### src/rtl/johnson_decoder.sv
// Johnson (twisted-ring) code decoder: maps a 5-bit ring state to a step
// index 0..9, checks legality and succession, tracks lock and error count.
module johnson_decoder #(
    parameter int ERR_W = 8
) (
    input  logic             clk,
    input  logic             clear,
    input  logic             valid_in,
    input  logic [4:0]       code_in,
    output logic [3:0]       count,
    output logic             valid_out,
    output logic             illegal,
    output logic             seq_err,
    output logic             wrap,
    output logic             locked,
    output logic [ERR_W-1:0] err_count
);

    typedef enum logic [1:0] {
        HUNT,
        CHECK,
        LOCKED
    } state_t;

    state_t     state;
    logic [3:0] prev;
    logic       legal;
    logic [3:0] idx;
    logic [3:0] succ;
    logic       is_succ;
    logic       err_sat;

    always_comb begin
        legal = 1'b1;
        idx   = 4'd0;
        unique case (code_in)
            5'b00000: idx = 4'd0;
            5'b10000: idx = 4'd1;
            5'b11000: idx = 4'd2;
            5'b11100: idx = 4'd3;
            5'b11110: idx = 4'd4;
            5'b11111: idx = 4'd5;
            5'b01111: idx = 4'd6;
            5'b00111: idx = 4'd7;
            5'b00011: idx = 4'd8;
            5'b00001: idx = 4'd9;
            default:  legal = 1'b0;
        endcase
    end

    assign succ    = (prev == 4'd9) ? 4'd0 : prev + 4'd1;
    assign is_succ = (idx == succ);
    assign err_sat = &err_count;

    always_ff @(posedge clk or negedge clear) begin
        if (!clear) begin
            state     <= HUNT;
            prev      <= 4'd0;
            count     <= 4'd0;
            valid_out <= 1'b0;
            illegal   <= 1'b0;
            seq_err   <= 1'b0;
            wrap      <= 1'b0;
            locked    <= 1'b0;
            err_count <= '0;
        end else begin
            valid_out <= 1'b0;
            illegal   <= 1'b0;
            seq_err   <= 1'b0;
            wrap      <= 1'b0;
            if (valid_in) begin
                if (!legal) begin
                    state   <= HUNT;
                    locked  <= 1'b0;
                    illegal <= 1'b1;
                    if (!err_sat)
                        err_count <= err_count + ERR_W'(1);
                end else begin
                    count     <= idx;
                    valid_out <= 1'b1;
                    prev      <= idx;
                    unique case (state)
                        HUNT: state <= CHECK;
                        CHECK: begin
                            if (is_succ) begin
                                state  <= LOCKED;
                                locked <= 1'b1;
                            end
                        end
                        LOCKED: begin
                            if (is_succ) begin
                                wrap <= (prev == 4'd9);
                            end else begin
                                // any break in succession drops back to re-verify
                                state   <= CHECK;
                                locked  <= 1'b0;
                                seq_err <= 1'b1;
                                if (!err_sat)
                                    err_count <= err_count + ERR_W'(1);
                            end
                        end
                        default: begin
                            state  <= HUNT;
                            locked <= 1'b0;
                        end
                    endcase
                end
            end
        end
    end

endmodule
### config.mk
export PLATFORM = sky130hd
export DESIGN_NAME = johnson_decoder
export DESIGN_NICKNAME = d
export VERILOG_FILES = /design/src/rtl/johnson_decoder.sv
export SDC_FILE = /design/constraint.sdc
export NUM_CORES = 1
export LEC_CHECK = 0
export BUFFER_PORTS_ARGS = -buffer_cell sky130_fd_sc_hd__buf_2
export CAP_MARGIN = 40
export CELL_PAD_IN_SITES_DETAIL_PLACEMENT = 0
export CELL_PAD_IN_SITES_GLOBAL_PLACEMENT = 1
export CORE_MARGIN = 1
export CORE_UTILIZATION = 26
export DETAILED_ROUTE_END_ITERATION = 8
export GPL_ROUTABILITY_DRIVEN = 1
export PLACE_DENSITY = 0.51
export RECOVER_POWER = 50
export SYNTH_ARGS = -nofsm -noshare
export SYNTH_HDL_FRONTEND = slang
export SYNTH_SLANG_ARGS = --single-unit
export TNS_END_PERCENT = 20
### constraint.sdc
create_clock -name clk -period 2.4 [get_ports clk]
set_input_delay 0.12 -clock clk [delete_from_list [all_inputs] [get_ports clk]]
set_output_delay 0.12 -clock clk [all_outputs]
set_load 0.01 [all_outputs]
==> impl_metrics.tcl, run 1 <==
set metrics [dict create \
    status "completed" \
    start_kind "flop" \
    syn_inst 130 \
    fin_setup_tns_ns 0 \
    nets 165 \
    hold_viol 0 \
    clk_pin_slew_worst_paths_ns 0.08 \
    grt-ovfl-total 0 \
    cts.sinks 19 \
    die_h_um 72.2 \
    slowest_stage "dfrtp_1" \
    syn_area_per_cell_um2 9.87 \
    power_density_mw_per_mm2 735 \
    synth_nets 139 \
    cts_tree "built" \
    slowest_delay_ns 0.49 \
    critPathLaunch "prev[2]" \
    drv_slew 0 \
    antenna_found_initial 0 \
    grt_max_degree 20 \
    drt_pass1_iterations 4 \
    synth-seq-cells 19 \
    cp_num_cells 6 \
    r2r_start "prev[2]" \
    hpwl_mm 2.11 \
    via_count 1028 \
    grt_pass1_vias 978 \
    postLayoutSetupSlackWorst_ns 0.275 \
    r2r_setup_slack_ns 0.27 \
    min_to "illegal" \
    ys.flop_type "dfrtp_1" \
    n_antenna_cell 0 \
    cp-end-kind "flop" \
    cp_cell_sequence "or4b_1, a31oi_1, or2_2, nand2_4, or4_1, o311ai_1" \
    area_growth_syn_to_layout_pct 18.0 \
    grt_pass1_wl_mm 4.80 \
    max-vdd-ir-drop_uv 384 \
    path_buf_inv 0 \
    htreeDepth 1 \
    p_leak_nw 0.650 \
    ys_warn_count 0 \
    worstMarginPinSlew_ns 1.12 \
    critPathTopFamily "simple AND/OR/NAND/NOR gates" \
    synth_top_area_share_pct 37.1 \
    via_per_inst 4.63 \
    mappedNetlistArea_mm2 0.00128 \
    clock.fmax_mhz 471 \
    clk_latency_ns 0.26 \
    synth_edf_count 0 \
    cp.arrival_ns 2.29 \
    yosysSeqAreaShare_pct 37.1 \
    gp_congestion 0.777 \
    synthTopCellsByArea "dfrtp_1 37%, xor2_1 3.4%, nand2_1 2.9%, xnor2_1 2.7%, inv_1 2.0%" \
    cts_buffer_depth 2 \
    die_area_mm2 0.00522 \
    hold_class "in -> reg" \
    fin_skew_ns 0.00438 \
    rr_endpoint "locked" \
    criticalPathCategory "reg -> reg" \
    min_period_over_period_pct 88.6 \
    port_buffers 24 \
    die_w_um 72.2 \
    yosysTopAreaCell "dfrtp_1" \
    cts_root_buffer "clkbuf_8" \
    min_period_ns 2.13 \
    first_iter_violations 63 \
    rows 25 \
    maxSlewHeadroom_pct 25.4 \
    multi_input_area_um2 729 \
    crit_required_ns 2.56 \
    cap_violations 0 \
    fillers 496 \
    register_area_um2 475 \
    drc 0 \
    crit_path_max_fanout 9 \
    drive_gt1_share_pct 24.5 \
    synth_cell_types 59 \
    setup_viol 0 \
    core_area_mm2 0.00472 \
    dpl_worst_slack_ns 0.108 \
    synthArstFlopShare_pct 100 \
    reg2regPathDepth 6 \
    routedWlPerCell_um 13.1 \
    track_usage_pct 11.9 \
    grt_setup_unrepaired "false" \
    drt.antenna.violating_nets 0 \
    hold_path.startpoint "valid_in" \
    routed_wl_mm 2.91 \
    worstHoldPathCells 2 \
    start_util_pct 27.2 \
    numCtsBuffers 3 \
    pin_count 25 \
    whs_ns 0.200 \
]
==> report_power, final <==
| group | leakage [nW] | total (W) | internal, W | switching (W) |
|---|---|---|---|---|
| clock | 0.0217 | 0.000237 | 0.000117 | 0.000119 |
| combinational | 0.384 | 0.000383 | 0.000168 | 0.000215 |
| sequential | 0.243 | 0.000492 | 0.000397 | 0.0000949 |
==> state kept, by name, summed over array words and instances, names as in the netlist <==
name / cells
err_count: 8
state: 2
valid_out: 1
seq_err: 1
locked: 1
wrap: 1
illegal: 1
prev: 4
==> synthesized netlist by cell type (all sizes together), types with 2 or more instances <==
| cell | n |
|---|---|
| dfrtp | 19 |
| nand2 | 12 |
| buf | 7 |
| inv | 7 |
| nor2 | 7 |
| o21ai | 6 |
| xnor2 | 5 |
| xor2 | 5 |
| nand2b | 4 |
| nor2b | 4 |
| a21oi | 3 |
| nor3 | 3 |
| nor4 | 3 |
| o31ai | 3 |
| or2 | 3 |
| a211o | 2 |
| a211oi | 2 |
| a21o | 2 |
| a221oi | 2 |
| a31oi | 2 |
| mux2i | 2 |
| nand3 | 2 |
| nand3b | 2 |
| or4 | 2 |
| or4b | 2 |
==> cell usage in the layout (no fill, tap or decap), drive strengths merged, types with 4 or more instances in the layout <==
cell / n
dfrtp: 19
buf: 19
nand2: 12
clkbuf: 12
inv: 7
nor2: 7
o21ai: 6
xor2: 5
xnor2: 5
nand2b: 4
nor2b: 4
==> cell type report <==
cell class | count | area share, %
Multi-Input combinational cell | 96 | 48.2
Sequential cell | 19 | 31.4
Timing Repair Buffer | 29 | 9.84
Tap cell | 67 | 5.54
Clock buffer | 3 | 2.73
Inverter | 7 | 1.74
Clock inverter | 1 | 0.496
==> per-stage QoR <==
| stage | area (µm²) | util [%] | total power [W] | cells |
|---|---|---|---|---|
| final | 1510 | 32.0 | 0.00111 | 222 |
| after global routing | 1510 | 32.0 | 0.00121 | 222 |
| after CTS | 1520 | 32.3 | 0.00114 | 222 |
| after detailed placement | 1470 | 31.0 | 0.000892 | 217 |
| after global placement | 1470 | 31.0 | 0.000891 | 217 |
| after floorplan | 1280 | - | 0.000745 | 130 |
==> how the worst max path moves through the flow <==
stage | to | slack (ns)
floorplan | locked | 0.28
global placement | err_count[6] | 0.15
detailed placement | err_count[6] | 0.11
CTS | locked | 0.27
global route | locked | 0.13
finish | locked | 0.27
==> kinds of logic after synthesis <==
| family | after synthesis | share of synthesized area, % |
|---|---|---|
| DFF | 19 | 37.1 |
| xor gates and xnor gates | 10 | 7.41 |
| buffers and inverters | 15 | 6.05 |
| muxes | 3 | 2.44 |
| AOI/OAI and AO/OA | 31 | 19.5 |
| and+or+nand+nor | 51 | 26.5 |
| adders and majority gates | 1 | 0.975 |
==> routing by layer <==
layer | vias to the layer above | global-route usage (%) | wire, µm
met1 | 483 | 16.1 | 1410
li1 | 527 | - | -
met3 | 2 | 3.33 | 103
met5 | - | 0 | 0
met2 | 16 | 19.2 | 1370
met4 | 0 | 1.96 | 18
==> timing repair <==
action	in CTS	in global routing
setup buffers	0	0
hold buffers	1	0
hold endpoints to repair	19	0
resized for setup	0	0
No activity file was read; power rests on OpenSTA's default activity.
==> inputs of run 2 (changes only) <==
--- a/config.mk
+++ b/config.mk
@@ -5,6 +5,7 @@
 export SDC_FILE = /design/constraint.sdc
 export NUM_CORES = 1
 export LEC_CHECK = 0
+export ABC_AREA = 1
 export BUFFER_PORTS_ARGS = -buffer_cell sky130_fd_sc_hd__buf_2
 export CAP_MARGIN = 40
 export CELL_PAD_IN_SITES_DETAIL_PLACEMENT = 0
@@ -13,7 +14,7 @@
 export CORE_UTILIZATION = 26
 export DETAILED_ROUTE_END_ITERATION = 8
 export GPL_ROUTABILITY_DRIVEN = 1
-export PLACE_DENSITY = 0.51
+export PLACE_DENSITY = 0.54
 export RECOVER_POWER = 50
 export SYNTH_ARGS = -nofsm -noshare
 export SYNTH_HDL_FRONTEND = slang
==> impl_metrics.tcl, run 2 <==
set metrics [dict create \
    synth_cell_types 25 \
    crit_required_ns 2.59 \
    multi_input_area_um2 678 \
    reg2regPathDepth 7 \
    antenna_found_initial 0 \
    cp.arrival_ns 2.01 \
    switching_share_pct 38.4 \
    n_antenna_cell 0 \
    synthTopCellsByCount "49 x nand2_1, 23 x inv_1, 19 x dfrtp_1, 18 x nor2_1, 17 x nand3_1" \
    combPwrFrac_pct 35.7 \
    violations "design-rule violations" \
    fin_skew_ns 0.00447 \
    start_kind "flop" \
    ys_warn_count 0 \
    die_w_um 71.3 \
    cts_resized 0 \
    min_to "state[0]" \
    r2r_setup_slack_ns 0.58 \
    worstHoldPathCells 3 \
    grt_pass1_vias 1092 \
    worstMarginPinSlew_ns 1.06 \
    routedWlPerCell_um 11.2 \
    via_per_inst 4.56 \
    yosysSeqAreaShare_pct 38.0 \
    area_growth_syn_to_layout_pct 18.0 \
    clk_latency_ns 0.26 \
    hold_viol 0 \
    crit_path_max_fanout 9 \
    grt_setup_unrepaired "false" \
    grt_pass1_wl_mm 4.85 \
    grt_max_degree 20 \
    clock_power_share_pct 21.3 \
    final_common_cell "nand2_1" \
    largest_register_ffs 8 \
    numCtsBuffers 3 \
    cts.sinks 19 \
    post-cts-setup-buffers 0 \
    cts_root_buffer "clkbuf_8" \
    p_sw_w 0.000410 \
    routed_wl_mm 2.78 \
    slowest_delay_ns 0.44 \
    drv_slew 0 \
    hold_class "in -> reg" \
    fillers 485 \
    fin_setup_tns_ns 0 \
    criticalPathCategory "reg -> reg" \
    via_count 1131 \
    yosysMostFrequentCell "nand2_1" \
    nets 206 \
    power_density_mw_per_mm2 722 \
    rr_endpoint "err_count[2]" \
    synth_nets 177 \
    rows 24 \
    regMostFlops "err_count" \
    pwr-share-seq_pct 43.0 \
    syn_area_per_cell_um2 7.44 \
    ys.flop_type "dfrtp_1" \
    start_util_pct 27.9 \
    critPathTopFamily "simple AND/OR/NAND/NOR gates" \
    synthTopCellsByArea "dfrtp_1 38%, nand2_1 15%, inv_1 6.9%, nand3_1 6.8%, nor2_1 5.4%" \
    hpwl_mm 2.20 \
    gp_congestion 0.772 \
    die_area_mm2 0.00509 \
    cp-end-kind "flop" \
    cts_tree "built" \
    yosysTopAreaCell "dfrtp_1" \
    synth-seq-cells 19 \
    mappedNetlistArea_mm2 0.00125 \
    die_h_um 71.3 \
    dp.cells 243 \
    cp_cell_sequence "ha_1, nand3_1, nor3_1, a32oi_4, nand2_4, nand2_1, o21ai_1" \
    pin_count 25 \
    total_power_w 0.00107 \
    stdcell_count 248 \
    drt.antenna.violating_nets 0 \
    status "finished with violations" \
    reg_top3 "err_count (8), prev (4), state (2)" \
    htreeDepth 1 \
    min_period_over_period_pct 75.8 \
    clock.fmax_mhz 549 \
    cts_buffer_depth 2 \
    drt_pass1_iterations 6 \
    path_buf_inv 0 \
    p_leak_nw 0.762 \
    clk_pin_slew_worst_paths_ns 0.08 \
    port_buffers 24 \
    setup_viol 0 \
    grt-ovfl-total 0 \
    synth_edf_count 0 \
    postLayoutSetupSlackWorst_ns 0.580 \
    min_period_ns 1.82 \
    slowest_stage "dfrtp_1" \
    internal-power_w 0.000656 \
    first_iter_violations 52 \
    register_area_um2 475 \
    cap_violations 0 \
    track_usage_pct 12.0 \
    hold_path.startpoint "valid_in" \
    r2r_start "err_count[0]" \
    core_area_mm2 0.00447 \
    drc 1 \
    synth_top_area_share_pct 38.0 \
    dpl_worst_slack_ns 0.600 \
    syn_inst 168 \
    final_cell_mix "50 x nand2_1, 23 x inv_1, 19 x dfrtp_1" \
    synthArstFlopShare_pct 100 \
    maxSlewHeadroom_pct 29.2 \
    drive_gt1_share_pct 18.4 \
    max-vdd-ir-drop_uv 272 \
]
==> run 2: cell count changes in the layout (fill, tap and decap cells not counted), sizes merged, moves of 3 or more <==
cell    before  now
buf         19   16
nor2b        4    0
nand4        0    7
nand2       12   56
or2          3    0
nand3        2   20
nor2         7   20
inv          7   24
nand2b       4    0
o31ai        3    0
==> run 2: cells by family (layout without fill, tap and decap cells) <==
family | Yosys count | count (layout) | share of synthesized area, %
and+or+nand+nor | 107 | 107 | 41.4
buffers and inverters | 25 | 53 | 7.51
DFF | 19 | 19 | 38.0
AOI/OAI and AO/OA | 10 | 10 | 7.21
xor gates and xnor gates | 6 | 6 | 4.81
adders and majority gates | 1 | 1 | 1.00
==> run 2: routing by layer <==
layer / track usage, % / wire length [µm]
met5: 0 / 0
met4: 2.67 / 13
met3: 2.95 / 124
met2: 19.4 / 1240
met1: 16.4 / 1400
==> run 2: area by class of cell <==
cell class / count / area share [%]
Clock buffer: 3 / 2.80
Clock inverter: 1 / 0.339
Inverter: 24 / 6.11
Multi-Input combinational cell: 124 / 46.0
Sequential cell: 19 / 32.2
Tap cell: 52 / 4.41
Timing Repair Buffer: 25 / 8.14
==> run 2: how the worst max path moves through the flow <==
stage                  from      endpoint  slack [ns]  cells past startpoint
2_1_floorplan  err_count[0]  err_count[2]        0.74                      7
3_3_place_gp   err_count[0]  err_count[5]        0.70                      7
3_5_place_dp   err_count[0]  err_count[2]        0.60                      7
4_1_cts        err_count[0]  err_count[2]        0.58                      7
5_1_grt        err_count[0]  err_count[2]        0.38                      7
6_report       err_count[0]  err_count[2]        0.58                      7
==> run 2: tightest hold or removal path: cells and delay by family <==
kind,cells,cell delay [ns]
buf+inv,1,0.15
simple gates,2,0.15
==> run 2: timing repair <==
action | in CTS | in global routing
hold endpoints to repair | 19 | 0
endpoints found under the setup margin | 0 | 0
hold buffers | 1 | 0
==> run 2: metrics by stage <==
step / instance area (µm²) / utilization, % / hold slack, ns
after floorplan: 1250 / - / -0.176
after global placement: 1430 / 32.0 / 0.0942
after detailed placement: 1430 / 32.0 / 0.0940
after CTS: 1490 / 33.2 / 0.211
after global routing: 1480 / 33.0 / 0.226
final: 1480 / 33.0 / 0.207
==> run 2: power groups by stage <==
stage | clock, W | sequential [W] | combinational, W
floorplan | 0 | 0.000479 | 0.000248
global placement | 0 | 0.000461 | 0.000393
detailed placement | 0 | 0.000465 | 0.000387
CTS | 0.000239 | 0.000459 | 0.000390
global route | 0.000257 | 0.000471 | 0.000438
finish | 0.000227 | 0.000458 | 0.000380
